**config.mk**
```make
export PLATFORM = sky130hd
export DESIGN_NAME = bullet_ctrl_flat
export DESIGN_NICKNAME = d
export VERILOG_FILES = /design/src/rtl/tank_pkg.sv /design/src/rtl/bullet_ctrl_if.sv /design/src/rtl/bullet_collide.sv /design/src/rtl/bullet_ctrl.sv /design/src/flat_wrapper.sv
export SDC_FILE = /design/constraint.sdc
export NUM_CORES = 1
export LEC_CHECK = 0
export CAP_MARGIN = 40
export CORE_ASPECT_RATIO = 1.2
export CORE_MARGIN = 3
export CORE_UTILIZATION = 57
export CTS_CLUSTER_DIAMETER = 40
export DETAILED_ROUTE_END_ITERATION = 16
export PLACE_DENSITY = 0.85
export SLEW_MARGIN = 20
export SYNTH_ARGS = -nofsm -noshare
export SYNTH_HDL_FRONTEND = slang
export SYNTH_SLANG_ARGS = --single-unit
```
**constraint.sdc**
```tcl
create_clock -name frame_clk -period 6.1 [get_ports frame_clk]
set_input_delay 1.22 -clock frame_clk [delete_from_list [all_inputs] [get_ports frame_clk]]
set_output_delay 1.22 -clock frame_clk [all_outputs]
set_load 0.05 [all_outputs]
```
**src/rtl/tank_pkg.sv**
```systemverilog
// Shared tank-game package: bullet FSM states, screen geometry and a
// saturating signed 8-bit velocity add used by the shot controller.
package tank_pkg;

  typedef enum logic [1:0] {
    IDLE   = 2'd0,
    LAUNCH = 2'd1,
    FLIGHT = 2'd2,
    DONE   = 2'd3
  } bullet_state_t;

  localparam int SCREEN_W = 640;
  localparam int SCREEN_H = 480;

  // Velocities clamp symmetrically at +/-127 so they never flip sign on overflow.
  function automatic logic signed [7:0] sat_add8(input logic signed [7:0] a,
                                                 input logic signed [7:0] b);
    logic signed [8:0] s;
    s = {a[7], a} + {b[7], b};
    if (s > 9'sd127) return 8'sd127;
    else if (s < -9'sd127) return -8'sd127;
    return s[7:0];
  endfunction

endpackage

```
**src/rtl/bullet_ctrl_if.sv**
```systemverilog
// Shot handshake and geometry bundle between the turn FSM / renderer side
// (master) and one bullet_ctrl instance (slave).
interface bullet_ctrl_if;
  logic       player_flag;
  logic       fire;
  logic [9:0] muzzle_x;
  logic [9:0] muzzle_y;
  logic [7:0] vx_init;
  logic [7:0] vy_init;
  logic [9:0] target_x;
  logic [9:0] target_y;
  logic [3:0] wind;
  logic       bull_shoot_flag;
  logic       bull_stop_flag;
  logic       hit;
  logic       bullet_visible;
  logic [9:0] bullet_x;
  logic [9:0] bullet_y;

  modport master (
    output player_flag, fire, muzzle_x, muzzle_y, vx_init, vy_init,
           target_x, target_y, wind,
    input  bull_shoot_flag, bull_stop_flag, hit, bullet_visible, bullet_x, bullet_y
  );

  modport slave (
    input  player_flag, fire, muzzle_x, muzzle_y, vx_init, vy_init,
           target_x, target_y, wind,
    output bull_shoot_flag, bull_stop_flag, hit, bullet_visible, bullet_x, bullet_y
  );
endinterface

```
**src/rtl/bullet_collide.sv**
```systemverilog
// Combinational overlap test of a candidate bullet position against a target
// hit-box and the playfield edges / ground line. Also used by the renderer.
module bullet_collide
  import tank_pkg::*;
#(
  parameter int GROUND_Y   = 420,
  parameter int HIT_HALF_W = 8,
  parameter int HIT_HALF_H = 6
)(
  input  logic signed [11:0] nx_i,
  input  logic signed [11:0] ny_i,
  input  logic        [9:0]  target_x_i,
  input  logic        [9:0]  target_y_i,
  output logic               hit_o,
  output logic               out_o
);

  logic signed [12:0] dx, dy;
  logic        [12:0] adx, ady;

  // One extra bit keeps the difference of a 12-bit signed and 10-bit unsigned exact.
  always_comb begin
    dx    = {nx_i[11], nx_i} - $signed({3'b000, target_x_i});
    dy    = {ny_i[11], ny_i} - $signed({3'b000, target_y_i});
    adx   = dx[12] ? 13'(-dx) : 13'(dx);
    ady   = dy[12] ? 13'(-dy) : 13'(dy);
    hit_o = (adx <= 13'(HIT_HALF_W)) && (ady <= 13'(HIT_HALF_H));
    out_o = nx_i[11]
         || (nx_i > $signed(12'(SCREEN_W - 1)))
         || (ny_i >= $signed(12'(GROUND_Y)));
  end

endmodule

```
**src/rtl/bullet_ctrl.sv**
```systemverilog
// Per-player shot controller: launch on grant + fire edge, per-frame ballistic
// update, stop on hit / exit / timeout. Define WIND_EN to enable wind drift.
module bullet_ctrl
  import tank_pkg::*;
#(
  parameter bit DIR        = 1'b1,
  parameter int GRAV       = 1,
  parameter int GROUND_Y   = 420,
  parameter int HIT_HALF_W = 8,
  parameter int HIT_HALF_H = 6,
  parameter int MAX_FRAMES = 255
)(
  input logic          frame_clk,
  input logic          Reset,
  bullet_ctrl_if.slave bus
);

  bullet_state_t      state_q, state_d;
  logic               fire_q;
  logic signed [11:0] px_q, px_d, py_q, py_d, nx, ny;
  logic signed [7:0]  vx_q, vx_d, vy_q, vy_d;
  logic        [7:0]  count_q, count_d;
  logic               shoot_q, shoot_d, stop_q, stop_d, hit_q, hit_d, vis_q, vis_d;
  logic               coll_hit, coll_out, timeout;
`ifdef WIND_EN
  logic signed [3:0]  wind_q, wind_d;
`else
  logic               unused_wind;
  assign unused_wind = ^bus.wind;
`endif

  assign nx      = px_q + {{4{vx_q[7]}}, vx_q};
  assign ny      = py_q + {{4{vy_q[7]}}, vy_q};
  assign timeout = (count_q == 8'(MAX_FRAMES - 1));

  bullet_collide #(
    .GROUND_Y  (GROUND_Y),
    .HIT_HALF_W(HIT_HALF_W),
    .HIT_HALF_H(HIT_HALF_H)
  ) u_collide (
    .nx_i      (nx),
    .ny_i      (ny),
    .target_x_i(bus.target_x),
    .target_y_i(bus.target_y),
    .hit_o     (coll_hit),
    .out_o     (coll_out)
  );

  always_comb begin
    state_d = state_q;
    px_d    = px_q;
    py_d    = py_q;
    vx_d    = vx_q;
    vy_d    = vy_q;
    count_d = count_q;
    hit_d   = 1'b0;
`ifdef WIND_EN
    wind_d  = wind_q;
`endif
    case (state_q)
      IDLE: begin
        if (bus.player_flag && bus.fire && !fire_q) state_d = LAUNCH;
      end
      LAUNCH: begin
        px_d    = {2'b00, bus.muzzle_x};
        py_d    = {2'b00, bus.muzzle_y};
        vx_d    = DIR ? bus.vx_init : (8'd0 - bus.vx_init);
        vy_d    = 8'd0 - bus.vy_init;
        count_d = '0;
`ifdef WIND_EN
        wind_d  = bus.wind;
`endif
        state_d = FLIGHT;
      end
      FLIGHT: begin
        px_d    = nx;
        py_d    = ny;
        vy_d    = sat_add8(vy_q, 8'(GRAV));
        count_d = count_q + 8'd1;
`ifdef WIND_EN
        // Wind nudges vx after this frame's move, every eighth flight frame.
        if (count_q[2:0] == 3'd7) vx_d = sat_add8(vx_q, {{4{wind_q[3]}}, wind_q});
`endif
        if (coll_hit || coll_out || timeout) begin
          state_d = DONE;
          hit_d   = coll_hit;
        end
      end
      DONE:    state_d = IDLE;
      default: state_d = IDLE;
    endcase
    // Flags are registered from the next state so each pulse lines up with its state.
    shoot_d = (state_d == LAUNCH);
    stop_d  = (state_d == DONE);
    vis_d   = (state_d == FLIGHT) && !py_d[11] && (py_d <= $signed(12'(SCREEN_H - 1)));
  end

  always_ff @(posedge frame_clk or posedge Reset) begin
    if (Reset) begin
      state_q <= IDLE;
      fire_q  <= 1'b0;
      px_q    <= '0;
      py_q    <= '0;
      vx_q    <= '0;
      vy_q    <= '0;
      count_q <= '0;
      shoot_q <= 1'b0;
      stop_q  <= 1'b0;
      hit_q   <= 1'b0;
      vis_q   <= 1'b0;
`ifdef WIND_EN
      wind_q  <= '0;
`endif
    end else begin
      state_q <= state_d;
      fire_q  <= bus.fire;
      px_q    <= px_d;
      py_q    <= py_d;
      vx_q    <= vx_d;
      vy_q    <= vy_d;
      count_q <= count_d;
      shoot_q <= shoot_d;
      stop_q  <= stop_d;
      hit_q   <= hit_d;
      vis_q   <= vis_d;
`ifdef WIND_EN
      wind_q  <= wind_d;
`endif
    end
  end

  assign bus.bull_shoot_flag = shoot_q;
  assign bus.bull_stop_flag  = stop_q;
  assign bus.hit             = hit_q;
  assign bus.bullet_visible  = vis_q;
  assign bus.bullet_x        = px_q[9:0];
  assign bus.bullet_y        = py_q[9:0];

endmodule
```
**src/flat_wrapper.sv**
```systemverilog
// flat-port wrapper written by rule: the top's interface ports become plain ports
module bullet_ctrl_flat import tank_pkg::*;
#(
  parameter bit DIR        = 1'b1,
  parameter int GRAV       = 1,
  parameter int GROUND_Y   = 420,
  parameter int HIT_HALF_W = 8,
  parameter int HIT_HALF_H = 6,
  parameter int MAX_FRAMES = 255
)
  (frame_clk, Reset, bus_player_flag, bus_fire, bus_muzzle_x, bus_muzzle_y, bus_vx_init, bus_vy_init, bus_target_x, bus_target_y, bus_wind, bus_bull_shoot_flag, bus_bull_stop_flag, bus_hit, bus_bullet_visible, bus_bullet_x, bus_bullet_y);
  bullet_ctrl_if bus_i ();
  input logic frame_clk;
  input logic Reset;
  input wire logic [$bits(bus_i.player_flag)-1:0] bus_player_flag;
  input wire logic [$bits(bus_i.fire)-1:0] bus_fire;
  input wire logic [$bits(bus_i.muzzle_x)-1:0] bus_muzzle_x;
  input wire logic [$bits(bus_i.muzzle_y)-1:0] bus_muzzle_y;
  input wire logic [$bits(bus_i.vx_init)-1:0] bus_vx_init;
  input wire logic [$bits(bus_i.vy_init)-1:0] bus_vy_init;
  input wire logic [$bits(bus_i.target_x)-1:0] bus_target_x;
  input wire logic [$bits(bus_i.target_y)-1:0] bus_target_y;
  input wire logic [$bits(bus_i.wind)-1:0] bus_wind;
  output wire logic [$bits(bus_i.bull_shoot_flag)-1:0] bus_bull_shoot_flag;
  output wire logic [$bits(bus_i.bull_stop_flag)-1:0] bus_bull_stop_flag;
  output wire logic [$bits(bus_i.hit)-1:0] bus_hit;
  output wire logic [$bits(bus_i.bullet_visible)-1:0] bus_bullet_visible;
  output wire logic [$bits(bus_i.bullet_x)-1:0] bus_bullet_x;
  output wire logic [$bits(bus_i.bullet_y)-1:0] bus_bullet_y;
  assign bus_i.player_flag = bus_player_flag;
  assign bus_i.fire = bus_fire;
  assign bus_i.muzzle_x = bus_muzzle_x;
  assign bus_i.muzzle_y = bus_muzzle_y;
  assign bus_i.vx_init = bus_vx_init;
  assign bus_i.vy_init = bus_vy_init;
  assign bus_i.target_x = bus_target_x;
  assign bus_i.target_y = bus_target_y;
  assign bus_i.wind = bus_wind;
  assign bus_bull_shoot_flag = bus_i.bull_shoot_flag;
  assign bus_bull_stop_flag = bus_i.bull_stop_flag;
  assign bus_hit = bus_i.hit;
  assign bus_bullet_visible = bus_i.bullet_visible;
  assign bus_bullet_x = bus_i.bullet_x;
  assign bus_bullet_y = bus_i.bullet_y;
  bullet_ctrl #(.DIR(DIR), .GRAV(GRAV), .GROUND_Y(GROUND_Y), .HIT_HALF_W(HIT_HALF_W), .HIT_HALF_H(HIT_HALF_H), .MAX_FRAMES(MAX_FRAMES)) u_core (.frame_clk(frame_clk), .Reset(Reset), .bus(bus_i));
endmodule
```
== Word level (Yosys, flattened, before mapping) ==
Index checks and enable logic that the tools add are counted.

* Word-level logic and storage cells: 64
* Memories: 0
* Register bits: 55
* Latch bits: 0
* Bits in writable memories: 0
* Memory bits (read-only): 0
* Output and inout port bits: 24
* Input port bits: 64

* Eq/ne operators: 7
* Reductions and logical operators: 13
* Divide/modulo/power cells: 0
* Multiply operators: 0
* Magnitude comparators: 7
* Multiplexer cells: 17
* Bitwise operators: 0
* $add $sub $neg: 9
* Shifts and indexed selects: 0

{| class="wikitable"
|+ Operator list
! operator !! count
|-
| $pmux W12 S2 || 2
|-
| $pmux W8 S2 || 2
|-
| $mux W13 || 2
|-
| $neg A13 Y13 || 2
|-
| $sub A12 B11 Y13 || 2
|-
| $add A12 B12 Y12 || 2
|-
| $mux W8 || 3
|-
| $le A13 B3 Y1 const B || 1
|-
| $le A13 B4 Y1 const B || 1
|-
| $ge A12 B10 Y1 const B || 1
|-
| $gt A12 B11 Y1 const B || 1
|-
| $le A12 B10 Y1 const B || 1
|-
| $add A8 B2 Y9 const B || 1
|-
| $gt A9 B8 Y1 const B || 1
|-
| $lt A9 B8 Y1 const B || 1
|-
| $add A8 B1 Y8 const B || 1
|-
| $eq A2 B2 Y1 const B || 4
|-
| $eq A8 B8 Y1 const B || 1
|-
| $pmux W2 S4 || 1
|-
| $sub A1 B8 Y8 const A || 1
|-
| $logic_and A1 B1 Y1 || 5
|-
| $mux W1 || 5
|-
| $eq A2 B1 Y1 const B || 2
|-
| $logic_or A1 B1 Y1 || 4
|-
| other kinds (4) || 6
|}

== Logic depth before layout (Yosys ltp) ==
Gate-level depths: netlist of run 1.

* Depth in word-level cells: 13
* Depth in mapped cells: 21
* Depth with buffers taken out: 21

== Modules after synthesis ==
A second synthesis of run 1 with hierarchy kept.

* Cell total of the unflattened synthesis: 710
* Area, all modules: 5,875.6 µm²

{| class="wikitable"
|+ Modules (own cells, without submodules)
! module !! times used !! seq. area each (µm²) !! cells each !! area an instance (µm²)
|-
| bullet_ctrl || 1 || 1,376.3 || 447 || 4,005.1
|-
| bullet_collide || 1 || 0.0 || 263 || 1,870.5
|}

== Worst setup path before layout of run 1 ==
Ideal clock, no wire load.

* Path type: reg2reg
* Start: register u_core.px_q[0]
* End: register u_core.stop_q (netlist: u_core.bus.bull_stop_flag)
* Path buffers: 0
* Clock period less this slack: 4,434 ps
* Stages on the path, launching flop included: 19
* Required time: 6,034 ps
* Setup time: 66 ps
* Arrival time: 4,368 ps
* Path slack: 1,666 ps
* Cells stage by stage: dfrtp_1 ha_1 fa_1 a211oi_1 o21bai_1 a21oi_1 xnor2_1 ha_1 o21ai_0 nand2b_1 and3_1 a221oi_2 xnor2_1 and4b_1 or3_1 a2111oi_0 nand4_1 nand2_2 and2_1

* Cells in the longest elaborated chain, start to end: 11
* Elaborated cells on any way between the ends: 14
* Classes of those cells: 3 x add/sub; 2 x order compare; 1 x eq/ne; 3 x mux; 5 x reduce/logical

{| class="wikitable"
|+ RTL lines
! element !! line !! text
|-
| start: declaration || bullet_ctrl.sv:20 || <nowiki>logic signed [11:0] px_q, px_d, py_q, py_d, nx, ny;</nowiki>
|-
| start signal: assignment || bullet_ctrl.sv:117 || <nowiki>px_q <= px_d;</nowiki>
|-
| $add A12 B12 Y12 (*) || bullet_ctrl.sv:32 || <nowiki>assign nx = px_q + {{4{vx_q[7]}}, vx_q};</nowiki>
|-
| $sub A12 B11 Y13 || bullet_collide.sv:23 || <nowiki>dx = {nx_i[11], nx_i} - $signed({3'b000, target_x_i});</nowiki>
|-
| $neg A13 Y13 || bullet_collide.sv:25 || <nowiki>adx = dx[12] ? 13'(-dx) : 13'(dx);</nowiki>
|-
| $mux W13 || bullet_collide.sv:25 ||
|-
| $le A13 B4 Y1 || bullet_collide.sv:27 || <nowiki>hit_o = (adx <= 13'(HIT_HALF_W)) && (ady <= 13'(HIT_HALF_H));</nowiki>
|-
| $logic_and A1 B1 Y1 || bullet_collide.sv:27 ||
|-
| $logic_or A1 B1 Y1 (*) (2 in series) || bullet_ctrl.sv:84 || <nowiki>if (coll_hit || coll_out || timeout) begin</nowiki>
|-
| $mux W2 (*) || bullet_ctrl.sv:84 ||
|-
| $pmux W2 S4 (*) || bullet_ctrl.sv:60 || <nowiki>case (state_q)</nowiki>
|-
| via u_core.state_d[0] || bullet_ctrl.sv:18 || <nowiki>bullet_state_t state_q, state_d;</nowiki>
|-
| $eq A2 B2 Y1 (*) || bullet_ctrl.sv:94 || <nowiki>stop_d = (state_d == DONE);</nowiki>
|-
| via u_core.stop_d || bullet_ctrl.sv:23 || <nowiki>logic shoot_q, shoot_d, stop_q, stop_d, hit_q, hit_d, vis_q, vis_d;</nowiki>
|-
| end signal: assignment || bullet_ctrl.sv:123 || <nowiki>stop_q <= stop_d;</nowiki>
|-
| end: declaration || bullet_ctrl.sv:23 ||
|}

Mark *: on every way through the listed nets, which the timed path passes. The rest lies on a longest branch.
A chain may end at the register's enable or synchronous reset.

== Final worst setup path of run 1 ==
* Start: register u_core.vy_q[0]
* End: register u_core.stop_q (netlist: u_core.bus.bull_stop_flag)

* Cells in the longest elaborated chain, start to end: 11
* Elaborated cells on any way between the ends: 13
* Classes of those cells: 3 x add/sub; 2 x order compare; 1 x eq/ne; 3 x mux; 4 x reduce/logical

{| class="wikitable"
|+ RTL lines
! element !! line !! text
|-
| start: declaration || bullet_ctrl.sv:21 || <nowiki>logic signed [7:0] vx_q, vx_d, vy_q, vy_d;</nowiki>
|-
| start signal: assignment || bullet_ctrl.sv:120 || <nowiki>vy_q <= vy_d;</nowiki>
|-
| $add A12 B12 Y12 (*) || bullet_ctrl.sv:33 || <nowiki>assign ny = py_q + {{4{vy_q[7]}}, vy_q};</nowiki>
|-
| $sub A12 B11 Y13 || bullet_collide.sv:24 || <nowiki>dy = {ny_i[11], ny_i} - $signed({3'b000, target_y_i});</nowiki>
|-
| $neg A13 Y13 || bullet_collide.sv:26 || <nowiki>ady = dy[12] ? 13'(-dy) : 13'(dy);</nowiki>
|-
| $mux W13 || bullet_collide.sv:26 ||
|-
| $le A13 B3 Y1 || bullet_collide.sv:27 ||
|-
| $logic_and A1 B1 Y1 || bullet_collide.sv:27 ||
|-
| $logic_or A1 B1 Y1 (*) (2 in series) || bullet_ctrl.sv:84 ||
|-
| $mux W2 (*) || bullet_ctrl.sv:84 ||
|-
| $pmux W2 S4 (*) || bullet_ctrl.sv:60 ||
|-
| via u_core.state_d[0] || bullet_ctrl.sv:18 ||
|-
| $eq A2 B2 Y1 (*) || bullet_ctrl.sv:94 ||
|-
| via u_core.stop_d || bullet_ctrl.sv:23 ||
|}

Marked as above.

==> results of run 1 <==
-- metrics by stage --
step	worst slack, ns	instances	hold WS (ns)	utilization (%)	area [µm²]
2_1_floorplan	1.67	763	0.485	-	6170
3_3_place_gp	0.948	930	0.496	67.6	6940
3_5_place_dp	0.881	930	0.513	67.6	6940
4_1_cts	0.966	938	0.530	69.0	7080
5_1_grt	0.345	939	0.537	69.1	7090
6_report	0.865	939	0.528	69.1	7090
-- path summary, 6_finish.rpt --
kind	from	to	depth (start not counted)
worst max-delay path	u_core.vy_q[0]	u_core.bus.bull_stop_flag	19
worst min-delay path	u_core.vx_q[4]	u_core.vx_q[4]	1
worst max register to register	u_core.vy_q[0]	u_core.bus.bull_stop_flag	19
worst min register to register	u_core.vx_q[4]	u_core.vx_q[4]	1
max in group asynchronous	Reset	u_core.py_q[2]	3
min in group asynchronous	Reset	u_core.vx_q[6]	3
-- per-layer routing --
metal,up-vias,share of wire [%],track usage [%]
met1,2851,43,35.8
met2,212,49,44.4
met3,32,5.1,2.91
met4,0,2.3,8.73
met5,-,0,0
li1,2883,-,-
-- synthesized netlist by cell type, types with 4 or more instances --
| master | instances |
|---|---|
| sky130_fd_sc_hd__and2_1 | 7 |
| sky130_fd_sc_hd__nand4_1 | 5 |
| sky130_fd_sc_hd__a22oi_1 | 10 |
| sky130_fd_sc_hd__mux2i_1 | 18 |
| sky130_fd_sc_hd__o21ai_0 | 42 |
| sky130_fd_sc_hd__nand2b_1 | 8 |
| sky130_fd_sc_hd__a21oi_1 | 59 |
| sky130_fd_sc_hd__inv_1 | 55 |
| sky130_fd_sc_hd__a2111oi_0 | 6 |
| sky130_fd_sc_hd__a211oi_1 | 7 |
| sky130_fd_sc_hd__fa_1 | 4 |
| sky130_fd_sc_hd__a31oi_1 | 6 |
| sky130_fd_sc_hd__nand3b_1 | 5 |
| sky130_fd_sc_hd__nor3b_1 | 5 |
| sky130_fd_sc_hd__a21o_1 | 12 |
| sky130_fd_sc_hd__ha_1 | 50 |
| sky130_fd_sc_hd__nand2_1 | 46 |
| sky130_fd_sc_hd__xnor2_1 | 31 |
| sky130_fd_sc_hd__dfrtp_1 | 55 |
| sky130_fd_sc_hd__a31o_2 | 4 |
| sky130_fd_sc_hd__buf_4 | 20 |
| sky130_fd_sc_hd__nand3_1 | 26 |
| sky130_fd_sc_hd__nor2_1 | 62 |
| sky130_fd_sc_hd__buf_1 | 4 |
| sky130_fd_sc_hd__o21ai_1 | 7 |
| sky130_fd_sc_hd__and3_1 | 10 |
| sky130_fd_sc_hd__a21oi_2 | 4 |
| sky130_fd_sc_hd__o32ai_1 | 4 |
| sky130_fd_sc_hd__o211ai_1 | 8 |
| sky130_fd_sc_hd__a211oi_2 | 4 |
| sky130_fd_sc_hd__or3_1 | 10 |
| sky130_fd_sc_hd__o22ai_1 | 8 |
| sky130_fd_sc_hd__nor3_1 | 17 |
| sky130_fd_sc_hd__clkbuf_1 | 19 |
| sky130_fd_sc_hd__o21bai_1 | 4 |
| sky130_fd_sc_hd__o21a_1 | 9 |
| sky130_fd_sc_hd__o221ai_1 | 5 |
| sky130_fd_sc_hd__nor2b_1 | 9 |
| sky130_fd_sc_hd__mux2_2 | 9 |
| sky130_fd_sc_hd__xor2_1 | 18 |
-- worst reg2reg max path: stages, from the launching register on --
cell	delay [ns]
sky130_fd_sc_hd__dfrtp_1	0.45
sky130_fd_sc_hd__ha_1	0.25
sky130_fd_sc_hd__inv_1	0.08
sky130_fd_sc_hd__fa_1	0.20
sky130_fd_sc_hd__and2b_1	0.21
sky130_fd_sc_hd__o2111ai_1	0.30
sky130_fd_sc_hd__nand2_1	0.14
sky130_fd_sc_hd__xnor2_1	0.33
sky130_fd_sc_hd__ha_1	0.39
sky130_fd_sc_hd__or3b_1	0.20
sky130_fd_sc_hd__nand3_1	0.08
sky130_fd_sc_hd__a211oi_2	0.56
sky130_fd_sc_hd__nand4_2	0.18
sky130_fd_sc_hd__nor4_1	0.58
sky130_fd_sc_hd__mux2i_1	0.25
sky130_fd_sc_hd__a21oi_1	0.11
sky130_fd_sc_hd__a2111oi_1	0.39
sky130_fd_sc_hd__nand4_1	0.21
sky130_fd_sc_hd__nand2_2	0.15
sky130_fd_sc_hd__and2_1	0.14
-- logic make-up (layout without fill, tap and decap cells) --
family / count (synthesis) / count (layout) / synth area share, %
AND/OR/NAND/NOR: 236 / 236 / 20.0
multiplexers: 27 / 27 / 4.56
buffers and inverters: 101 / 151 / 7.40
AO/OA/AOI/OAI: 240 / 240 / 27.0
XOR/XNOR: 50 / 50 / 7.22
adder cells (fa/ha/maj): 54 / 54 / 11.4
flip-flops: 55 / 55 / 22.3
-- layout make-up --
class | count | area, µm² | share of cell area, %
clock buffers | 5 | 125 | 1.76
clock inverters | 3 | 22.5 | 0.317
inverters | 56 | 210 | 2.96
multi-input cells | 607 | 4340 | 61.1
flip-flops and latches | 55 | 1380 | 19.4
well taps | 126 | 158 | 2.22
repair buffers | 87 | 865 | 12.2
-- flip-flops by register name, summed over array words and instances (netlist names) --
signal,cells
u_core.bus.bull_shoot_flag,1
u_core.bus.bull_stop_flag,1
u_core.bus.bullet_visible,1
u_core.bus.hit,1
u_core.count_q,8
u_core.fire_q,1
u_core.px_q,12
u_core.py_q,12
u_core.state_q,2
u_core.vx_q,8
u_core.vy_q,8
-- cell usage in the layout, fill, tap and decap left out, types with 7 or more instances in the layout --
cell type,instances
sky130_fd_sc_hd__a21oi_1,59
sky130_fd_sc_hd__a211oi_1,7
sky130_fd_sc_hd__ha_1,49
sky130_fd_sc_hd__or3_1,10
sky130_fd_sc_hd__o21ai_0,42
sky130_fd_sc_hd__a22oi_1,10
sky130_fd_sc_hd__and3_1,10
sky130_fd_sc_hd__nand2b_1,8
sky130_fd_sc_hd__o21a_1,9
sky130_fd_sc_hd__mux2_2,9
sky130_fd_sc_hd__o21ai_1,7
sky130_fd_sc_hd__nor2b_1,9
sky130_fd_sc_hd__inv_1,54
sky130_fd_sc_hd__nand3_1,26
sky130_fd_sc_hd__clkdlybuf4s50_1,83
sky130_fd_sc_hd__a21o_1,12
sky130_fd_sc_hd__and2_1,7
sky130_fd_sc_hd__nand2_1,46
sky130_fd_sc_hd__mux2i_1,18
sky130_fd_sc_hd__dfrtp_1,55
sky130_fd_sc_hd__o211ai_1,8
sky130_fd_sc_hd__o22ai_1,8
sky130_fd_sc_hd__xnor2_1,31
sky130_fd_sc_hd__xor2_1,18
sky130_fd_sc_hd__nor2_1,62
sky130_fd_sc_hd__nor3_1,17
==> implementation parameters, run 1 <==
Parameter                              Value

Outcome
  Result of the run ... finished clean

Floorplan
  I/O Pins ... 88
  Die Outline Area ... 12100 µm²
  Core Rows ... 40
  Die W ... 101 µm
  Initial core utilization ... 60.1%
  Core box area ... 10300 µm²
  Overall die height ... 120 µm

Critical path
  Kind of capture point of the worst setup path ... flip-flop
  Bufs and invs on worst path ... 1
  CP top delay family ... simple AND/OR/NAND/NOR gates
  Master of the slowest instance on the critical path ... sky130_fd_sc_hd__nor4_1
  Setup Crit Path Kind ... flip-flop to flip-flop
  Cell repeated most along the worst path ... sky130_fd_sc_hd__ha_1
  Flop2flop setup slack ... 0.86 ns
  Worst path cell trace ... ha_1 > inv_1 > fa_1 > and2b_1 > o2111ai_1 > nand2_1 > xnor2_1 > ha_1 > or3b_1 > nand3_1 > a211oi_2 > nand4_2 > nor4_1 > mux2i_1 > a21oi_1 > a2111oi_1 > nand4_1 > nand2_2 > and2_1
  Critical Path AT ... 5.47 ns
  CP required ... 6.34 ns
  Worst path max stage delay ... 0.58 ns
  Crit-path max FO ... 9
  Startpoint class of the critical path ... flip-flop

Yosys
  Number of synthesized register bits ... 55
  Syn_nets ... 881
  Count of mapped cells out of synthesis ... 763
  Cell type contributing the most total cell area after synthesis ... sky130_fd_sc_hd__dfrtp_1
  Yosys warnings ... 0
  Async set-reset flop share out of synthesis ... 100%
  Unique masters post-synth ... 88
  Post-synth EDFFs ... 0
  Yosys top cell area share ... 22.3%
  Combined area of all synthesized cells ... 6170 µm²
  Post-synth top flop ... sky130_fd_sc_hd__dfrtp_1
  Mean cell area of the mapped netlist ... 8.08 µm²
  Synth top area cells ... sky130_fd_sc_hd__dfrtp_1, sky130_fd_sc_hd__ha_1, sky130_fd_sc_hd__a21oi_1
  Sequential cell area fraction in the yosys report ... 22.3%

STA
  Final Setup Violations ... 0
  Unrepaired setup endpoints after global routing ... false
  Final-report max-slew violation count ... 0
  Max-slew headroom ... 49.2%
  Final clock skew ... 0.00987 ns
  Final total negative setup slack ... 0 ns
  Slew at the pin with the worst max-slew slack ... 0.757 ns
  Final period utilization ... 85.8%
  Time the worst path needs with I/O delays and setup ... 5.24 ns
  Fin. Hold Viols ... 0
  Max Clock Freq ... 191 MHz

Min path
  Class of the tightest hold or removal check ... flip-flop to flip-flop

Placement
  Half-perimeter wire length of the detailed placement result ... 12.6 mm
  Total of buffers placed on input and output ports ... 83
  Final RePlAce weighted congestion ... 0.896

Global routing
  First-pass GRT wire length ... 26.9 mm
  Largest net degree at the start of global routing ... 56
  Number of antenna violations at the first check in global routing ... 0
  Via count of the first global-routing pass ... 5762
  Overall routing resource usage ... 26.6%
  Gr ovfl total ... 0

Drt
  Post-DR vias/cell ... 6.37
  Iter 0 DRT Violations ... 409
  Average detailed-routed wire length per instance ... 17.1 µm
  Detailed-router iteration count before antenna repair ... 5
  Via Count ... 5978
  Number of antenna-violating nets in the routed design ... 0
  Aggregate routed wire length ... 16.0 mm
  Number of DRC violations after detailed routing ... 0

Finish
  Fraction of final layout cells with drive strength greater than 1 ... 6.89%
  Synth-to-layout area growth ... 15.0%
  Count of antenna diodes in the layout ... 0
  Final net count ... 930
  Count of filler cells inserted in the layout ... 816

Clock tree
  Cells resized by post-CTS repair ... 0
  Maximum level of the CTS H-tree ... 2
  Buffer type at the clock tree root ... sky130_fd_sc_hd__clkbuf_16
  Source-to-sink clock delay at the later pin of the worst-skew pair ... 0.30 ns
  Clock-pin slew on the worst setup and hold paths ... 0.07 ns
  Buffer depth of the longest clock path ... 2
  Clock tree from TritonCTS ... yes
  Number of buffers inserted for hold repair after clock tree synthesis ... 0
  Total clock sinks ... 55
  Clock buffers created by TritonCTS ... 5
  Post-CTS Setup Bufs ... 0

Run
  Max Cap Viol ... 0
Power of run 1 is not shown: default switching activity piles up to over one toggle a cycle in this logic, so the estimate is an artifact.
==> inputs of run 2 (changes only) <==
PLACE_DENSITY = 0.83   (was 0.85)
REMOVE_ABC_BUFFERS = 1   (was unset)
SETUP_SLACK_MARGIN = 0.05   (was unset)
==> run 2 against run 1 <==
Via count decreased by 1.1%. Worst setup slack got worse by 0.14 ns. Highest routed layer unchanged. Final cell count fell by 0.11%. Count of clock-buffer cells in the layout did not move. Hold slack lost 0.0084 ns. Maximum frequency down 2.5%. Register-to-register slack got worse by 0.14 ns. Design area up 0.32%. Routed wire length increased by 0.54%. First-iteration DRC count shrank 1.5%. Global-route usage increased by 0.071 points.
==> implementation parameters, run 2 (synthesis gave the netlist of run 1 again) <==
Parameter                              Value

Outcome
  Result of the run ... finished clean

Finish
  Final net count ... 930 (unchanged)
  Final cell utilization of the core ... 69.4% (+0.22 points)
  Most frequent standard cell in the layout excluding fill and tap cells ... sky130_fd_sc_hd__clkdlybuf4s50_1
  Largest registers ... u_core.px_q (12), u_core.py_q (12)
  Fraction of final layout cells with drive strength greater than 1 ... 6.77% (-0.11 points)
  Top library cells by usage in the layout, fill and taps aside ... sky130_fd_sc_hd__clkdlybuf4s50_1, sky130_fd_sc_hd__nor2_1, sky130_fd_sc_hd__a21oi_1
  Synth-to-layout area growth ... 15.4%
  Count of antenna diodes in the layout ... 0 (unchanged)

Critical path
  Flop2flop setup slack ... 0.73 ns (-0.14 ns)
  Reg2reg end ... u_core.bus.bull_stop_flag
  CP top delay family ... simple AND/OR/NAND/NOR gates
  Setup Crit Path Kind ... flip-flop to flip-flop
  Startpoint class of the critical path ... flip-flop
  CP required ... 6.33 ns (about the same)
  Crit-path max FO ... 9 (unchanged)
  Kind of capture point of the worst setup path ... flip-flop
  Depth of the most critical reg-to-reg path ... 19 (unchanged)
  Master of the slowest instance on the critical path ... sky130_fd_sc_hd__nor4_1
  Worst path max stage delay ... 0.56 ns (-0.02 ns)
  Critical Path AT ... 5.61 ns (+0.14 ns)
  Cell repeated most along the worst path ... sky130_fd_sc_hd__ha_1
  Worst path cell trace ... ha_1 > inv_1 > fa_1 > and2b_1 > o2111ai_1 > nand2_1 > xnor2_1 > ha_1 > or3b_1 > nand3_1 > a211oi_2 > nand4_2 > nor4_1 > mux2i_1 > a21oi_1 > a2111oi_1 > nand4_1 > nand2_2 > and2_1
  Bufs and invs on worst path ... 1 (unchanged)
  Critical register-to-register path startpoint ... u_core.vy_q[0]

Clock tree
  Total clock sinks ... 55 (unchanged)
  Clock-pin slew on the worst setup and hold paths ... 0.07 ns (about the same)
  Post-CTS Setup Bufs ... 0 (unchanged)
  Clock tree from TritonCTS ... yes
  Buffer depth of the longest clock path ... 2 (unchanged)
  Clock buffers created by TritonCTS ... 5 (unchanged)
  Cells resized by post-CTS repair ... 0 (unchanged)
  Maximum level of the CTS H-tree ... 2 (unchanged)
  Number of buffers inserted for hold repair after clock tree synthesis ... 0 (unchanged)
  Source-to-sink clock delay at the later pin of the worst-skew pair ... 0.30 ns (about the same)
  Buffer type at the clock tree root ... sky130_fd_sc_hd__clkbuf_16

Drt
  Average detailed-routed wire length per instance ... 17.2 µm (+0.64%)
  Number of antenna-violating nets in the routed design ... 0 (unchanged)
  Post-DR vias/cell ... 6.30 (-0.98%)
  Detailed-router iteration count before antenna repair ... 5 (unchanged)
  Aggregate routed wire length ... 16.1 mm (+0.54%)
  Via Count ... 5913 (-1.1%)
  Iter 0 DRT Violations ... 403 (-1.5%)
  Number of DRC violations after detailed routing ... 0 (unchanged)

Global routing
  First-pass GRT wire length ... 27.0 mm (+0.38%)
  Via count of the first global-routing pass ... 5819 (+0.99%)
  Largest net degree at the start of global routing ... 56 (unchanged)
  Overall routing resource usage ... 26.7% (+0.071 points)
  Number of antenna violations at the first check in global routing ... 0 (unchanged)
  Gr ovfl total ... 0 (unchanged)

Floorplan
  Overall die height ... 120 µm (unchanged)
  I/O Pins ... 88 (unchanged)
  Die W ... 101 µm (unchanged)
  Initial core utilization ... 60.1% (unchanged)
  Core box area ... 10300 µm² (unchanged)
  Core Rows ... 40 (unchanged)
  Die Outline Area ... 12100 µm² (unchanged)

STA
  Final period utilization ... 88.1% (+2.2 points)
  Time the worst path needs with I/O delays and setup ... 5.37 ns (+0.137 ns)
  Final Setup Violations ... 0 (unchanged)
  Max-slew headroom ... 41.0% (-8.1 points)
  Final clock skew ... 0.00646 ns (-0.00341 ns)
  Fin. Hold Viols ... 0 (unchanged)
  Final total negative setup slack ... 0 ns (unchanged)
  Unrepaired setup endpoints after global routing ... false
  Final-report max-slew violation count ... 0 (unchanged)
  Slew at the pin with the worst max-slew slack ... 0.885 ns (+0.128 ns)
  Max Clock Freq ... 186 MHz (-2.5%)

Placement
  Half-perimeter wire length of the detailed placement result ... 12.6 mm (+0.15%)
  Total of buffers placed on input and output ports ... 83 (unchanged)
  Final RePlAce weighted congestion ... 0.894 (-0.17%)

Min path
  Worst min-delay path startpoint ... u_core.vx_q[2]
  Cell depth of the worst min-delay path ... 1 (unchanged)
  Capture endpoint of the worst hold path ... u_core.vx_q[2]
  Class of the tightest hold or removal check ... flip-flop to flip-flop

Run
  Max Cap Viol ... 0 (unchanged)
run 2: cell types whose count changed in the layout (fill, tap and decap cells not counted):
| cell | delta |
|---|---|
| sky130_fd_sc_hd__buf_6 | -1 |
| sky130_fd_sc_hd__buf_8 | +1 |
| sky130_fd_sc_hd__bufinv_16 | +1 |
| sky130_fd_sc_hd__clkinv_2 | -1 |
| sky130_fd_sc_hd__clkinv_4 | -1 |
| sky130_fd_sc_hd__inv_6 | -1 |
| sky130_fd_sc_hd__inv_8 | +1 |
run 2: worst max path at each step:
| stage | startpoint | to | depth (start not counted) | slack (ns) |
|---|---|---|---|---|
| after CTS | u_core.vy_q[0] | u_core.bus.bull_stop_flag | 19 | 0.84 |
| after detailed placement | u_core.vy_q[0] | u_core.bus.bull_stop_flag | 19 | 0.87 |
| final | u_core.vy_q[0] | u_core.bus.bull_stop_flag | 19 | 0.73 |
| after floorplan | u_core.px_q[0] | u_core.bus.bull_stop_flag | 18 | 1.38 |
| after global routing | u_core.vy_q[0] | u_core.bus.bull_stop_flag | 19 | 0.27 |
| after global placement | bus_target_y[0] | u_core.bus.bull_stop_flag | 14 | 0.96 |
run 2: cell type report:
class	count	area, µm²
repair buffers	87	868
fillers	826	3140
well taps	126	158
clock buffers	5	125
inverters	56	210
multi-input cells	607	4340
flip-flops and latches	55	1380
clock inverters	2	41.3
run 2: through the flow:
step | hold WS (ns) | instance area [µm²] | cells | setup WS, ns
final | 0.519 | 7120 | 938 | 0.728
after global routing | 0.530 | 7120 | 938 | 0.266
after CTS | 0.521 | 7100 | 937 | 0.843
after detailed placement | 0.505 | 6940 | 930 | 0.868
after global placement | 0.496 | 6940 | 930 | 0.956
after floorplan | 0.485 | 5920 | 718 | 1.38
run 2: layer usage:
layer	wire [µm]	vias up	track usage [%]
li1	-	2884	-
met1	6800	2819	35.0
met2	8140	180	45.7
met3	823	30	3.49
met4	356	0	7.73
met5	0	-	0
Power of run 2 is left out for the same reason.
